### config.mk
export PLATFORM = sky130hd
export DESIGN_NAME = encoder_seq
export DESIGN_NICKNAME = d
export VERILOG_FILES = /design/src/rtl/encoder_seq.sv
export SDC_FILE = /design/constraint.sdc
export NUM_CORES = 1
export LEC_CHECK = 0
export CORE_MARGIN = 4
export CORE_UTILIZATION = 49
export DETAILED_ROUTE_END_ITERATION = 12
export GPL_ROUTABILITY_DRIVEN = 0
export PLACE_DENSITY = 0.8
export SLEW_MARGIN = 20
export SYNTH_ARGS = -nofsm -noshare
export SYNTH_HDL_FRONTEND = slang
export SYNTH_SLANG_ARGS = --single-unit
### constraint.sdc
create_clock -name clk -period 1.5 [get_ports clk]
set_input_delay 0.15 -clock clk [delete_from_list [all_inputs] [get_ports clk]]
set_output_delay 0.15 -clock clk [all_outputs]
set_load 0.05 [all_outputs]
### src/rtl/encoder_seq.sv
// Sequential one-hot-to-binary encoder: scans a captured N-bit select vector one
// bit per clock and reports the lowest set index plus empty/multi-hot flags.
module encoder_seq #(
    parameter  int N = 4,
    localparam int W = $clog2(N)
) (
    input  logic         clk,
    input  logic         rst,
    input  logic         in_valid,
    output logic         in_ready,
    input  logic [N-1:0] in_vec,
    output logic         out_valid,
    input  logic         out_ready,
    output logic [W-1:0] out_code,
    output logic         out_zero,
    output logic         out_multi
);

    typedef enum logic [1:0] {
        IDLE = 2'd0,
        SCAN = 2'd1,
        DONE = 2'd2
    } state_t;

    localparam logic [W-1:0] LAST = W'(N - 1);

    state_t         r_state;
    state_t         w_state_nxt;
    logic [N-1:0]   r_vec;
    logic [W-1:0]   r_cnt;
    logic [W-1:0]   r_scan_code;
    logic           r_found;
    logic           r_multi;
    logic           w_bit;
    logic           w_last;

    assign w_bit  = r_vec[r_cnt];
    assign w_last = (r_cnt == LAST);

    always_comb begin
        w_state_nxt = r_state;
        in_ready    = 1'b0;
        out_valid   = 1'b0;
        case (r_state)
            IDLE: begin
                in_ready = 1'b1;
                if (in_valid) w_state_nxt = SCAN;
            end
            SCAN: begin
                if (w_last) w_state_nxt = DONE;
            end
            DONE: begin
                out_valid = 1'b1;
                if (out_ready) w_state_nxt = IDLE;
            end
            default: w_state_nxt = IDLE;
        endcase
    end

    always_ff @(posedge clk) begin
        if (rst) begin
            r_state     <= IDLE;
            r_cnt       <= '0;
            r_scan_code <= '0;
            r_found     <= 1'b0;
            r_multi     <= 1'b0;
            out_code    <= '0;
            out_zero    <= 1'b0;
            out_multi   <= 1'b0;
        end else begin
            r_state <= w_state_nxt;
            case (r_state)
                IDLE: begin
                    if (in_valid) begin
                        r_vec       <= in_vec;
                        r_cnt       <= '0;
                        r_scan_code <= '0;
                        r_found     <= 1'b0;
                        r_multi     <= 1'b0;
                    end
                end
                SCAN: begin
                    if (!w_last) r_cnt <= r_cnt + 1'b1;
                    if (w_bit) begin
                        if (!r_found) begin
                            r_scan_code <= r_cnt;
                            r_found     <= 1'b1;
                        end else begin
                            r_multi <= 1'b1;
                        end
                    end
                    // Final bit folds straight into the published result.
                    if (w_last) begin
                        out_code  <= (w_bit && !r_found) ? r_cnt : r_scan_code;
                        out_zero  <= !(r_found || w_bit);
                        out_multi <= r_multi || (w_bit && r_found);
                    end
                end
                default: ;
            endcase
        end
    end

endmodule
==> impl_metrics.ini <==
[power_and_ir_drop]
clkPwrFrac_pct = 27.4
switching_share_pct = 25.7
sequentialPowerShare_pct = 55.7
vdd_drop_max_uv = 631
p_switching_uw = 218
internal-power_uw = 629
power_uw = 847
p_comb_share_pct = 16.9
powerDensity_mw_per_mm2 = 809
p_leak_uw = 0.000386

[min_path]
hold_start = in_vec[0]
hold_end = r_vec[0]
min_delay_path_depth = 1
min_path_type = in -> reg

[worst_setup_path]
cp-start-kind = flip-flop
rr_worst_depth = 4
cp_slowest_cell = dfxtp_4
rr_endpoint = out_zero
critPathKind = reg -> reg
cp_common_cell = mux2i_4
end_kind = flip-flop
critPathMaxStageDelay_ns = 0.42
crit_chain = mux2i_4, mux2i_4, or3_1, a21oi_2
r2r_start = r_cnt[0]
worst-r2r-setup-slack_ns = 0.08
cp_data_required_time_ns = 1.72
worstPathMaxFanout = 5
arrival_ns = 1.64

[timing]
final-hold-violation-count = 0
setup_viol = 0
period_share_pct = 95.0
fmax_mhz = 702
fin_ws_ns = 0.0757
rsz0062_at_grt = no
relSlewSlack_pct = 76.5
slew_viol_final = 0
finalCriticalPeriod_ns = 1.42
worst_slew_pin_slew_ns = 0.352
fin_tns_setup_ns = 0
fin_skew_ns = 0.00479
whs_ns = 0.419

[synthesis]
muxShareOfSynthArea_pct = 13.2
ys_top_cells_by_area = dfxtp_1 (31%), edfxtp_1 (16%), nor2_1 (6.4%)
yosysTopAreaCell = dfxtp_1
synth_top_area_share_pct = 31.4
synth_cell_types = 28
synthCells = 75
syn_nets = 84
ys_ff_latch = 16
synth-simple-area-share_pct = 15.7
synth_compound_area_share_pct = 18.3
ys_seq_area_share_pct = 47.1
yosysWarnings = 0
synthAdderAreaFrac_pct = 1.63
synth_top_family_by_area = compound AO/OA/AOI/OAI gates
syn_area_sq_um = 766
synthXorXnorAreaFrac_pct = 0
synth.avg_cell_area_sq_um = 10.2

[detailed_routing]
route.detailed.drc = 0
drtPass1Iterations = 4
vias = 674
ant_nets = 0
drt-initial-drc-count = 10
routed_via_density = 5.76
routedWlPerCell_microns = 14.9
wl_microns = 1740

[placement]
place_ws_ns = -0.0744
io_buffers = 13
post-place-cells = 113
hpwl_microns = 1370

[final_layout]
nets = 111
fillers = 99
syn_to_final_growth_pct = 36.6
finalNonFillerCells = 117
drive_above_1_share_pct = 34.7
antennaDiodeCount = 0

[global_route]
grt_pass1_wl_microns = 2820
antenna_found_initial = 0
grt_pass1_vias = 668
grt_max_degree = 13
grt.total_usage_pct = 17.7
globalRouteOverflowTotal = 0

[floorplanning]
die_h_microns = 47.5
io_pins = 14
start_util_pct = 51.4
die_w_microns = 47.5
core-area_sq_mm = 0.00149
rows = 14
die_area_sq_mm = 0.00226

[clocking]
hold_buffers = 0
cts_root_buf = clkbuf_4
clock-sinks = 16
htree_levels = 1
post_cts_buffers = 0
numCtsBuffers = 3
insertion_delay_ns = 0.28
cts_buffer_depth = 2
cts_tree = done
clk_pin_slew_ns = 0.10

[run]
cap_violations = 0

[status]
status = completed
worst max-delay path by stage:
stage | startpoint | endpoint | slack (ns) | cells after the start
2_1_floorplan | r_state[0] | r_vec[0] | 0.04 | 4
3_3_place_gp | r_cnt[0] | out_code[0] | -0.003 | 4
3_5_place_dp | r_cnt[0] | out_zero | -0.07 | 4
4_1_cts | r_cnt[0] | out_zero | 0.004 | 4
5_1_grt | r_state[1] | out_valid | 0.0005 | 3
6_report | r_cnt[0] | out_zero | 0.08 | 4
cells by family after synthesis:
kind of cell | after synthesis
compound gates | 18
flops | 16
mux | 7
buf+inv | 6
simple gates | 27
fa+ha+maj | 1
synthesized netlist by cell type:
library cell and number:
a2111oi_2 1, a211oi_1 1, a211oi_2 1, a21oi_1 6, a22o_1 1, a22oi_1 2
a2bb2oi_2 1, a32oi_1 1, buf_2 1, buf_6 1, clkbuf_1 1, dfxtp_1 12
edfxtp_1 4, ha_1 1, inv_1 3, mux2_2 1, mux2_4 1, mux2i_1 3
mux2i_4 2, nand2_1 5, nand2b_1 2, nand3_1 1, nor2_1 13, nor2b_1 1
nor3_1 2, o211ai_1 3, o21ai_1 1, or3_1 3
timing repair:
item | CTS | global route
pin swaps | 0 | 0
endpoints found under the hold margin | 0 | 0
setup endpoints to repair | 6 | 3
resized for setup | 3 | 4
power by group through the flow:
| stage | sequential [uW] | combinational, uW | clock (uW) |
|---|---|---|---|
| after global placement | 479 | 136 | 0 |
| after detailed placement | 480 | 141 | 0 |
| after global routing | 473 | 155 | 255 |
| after floorplan | 471 | 86.3 | 0 |
| final | 471 | 143 | 232 |
| after CTS | 471 | 142 | 236 |
worst max-delay path, delay by kind of cell, from the launching register on:
family / cells / cell delay [ns]
muxes: 2 / 0.41
and+or+nand+nor: 1 / 0.37
DFF: 1 / 0.42
AOI/OAI and AO/OA: 1 / 0.15
metrics by stage:
stage | cell area (sq um) | util, %
floorplan | 773 | -
global placement | 1000 | 67.4
detailed placement | 1000 | 67.4
CTS | 1040 | 69.6
global route | 1050 | 70.3
finish | 1050 | 70.3
state kept, by name, indices dropped and copies added (netlist names):
name	cells
r_vec	4
r_multi	1
r_cnt	2
r_state	2
r_scan_code	2
out_multi	1
r_found	1
out_zero	1
out_code	2
per-layer routing:
layer | wire length [microns] | vias up | global-route usage, % | part of all wire (%)
met3 | 59 | 10 | 2.63 | 3.4
met2 | 871 | 23 | 29.9 | 50
met1 | 746 | 319 | 21.4 | 43
met4 | 62 | 0 | 9.68 | 3.6
li1 | - | 322 | - | -
met5 | 0 | - | 0 | 0
final cells by class:
class	count	area [sq um]	area share, %
Multi-Input combinational cell	53	392	37.4
Sequential cell	16	367	35.0
Timing Repair Buffer	25	230	22.0
Clock buffer	3	22.5	2.15
Tap cell	16	20.0	1.91
Inverter	3	11.3	1.08
Clock inverter	1	3.75	0.359
placed cells by master, fill, tap and decap left out, types with 2 or more instances in the layout:
cell type        Yosys  routed
nand2b_1             2       2
edfxtp_1             4       4
nor3_1               2       2
clkdlybuf4s50_1      0       7
nand2_1              5       5
buf_4                0      16
dfxtp_1             12       9
mux2i_1              3       2
mux2i_4              2       2
or3_1                3       3
o211ai_1             3       3
inv_1                3       3
a21oi_1              6       5
dfxtp_2              0       2
buf_12               0       2
a22oi_1              2       2
clkbuf_4             0       3
nor2_1              13      12
Note: power is estimated with default switching activity, not from simulation.
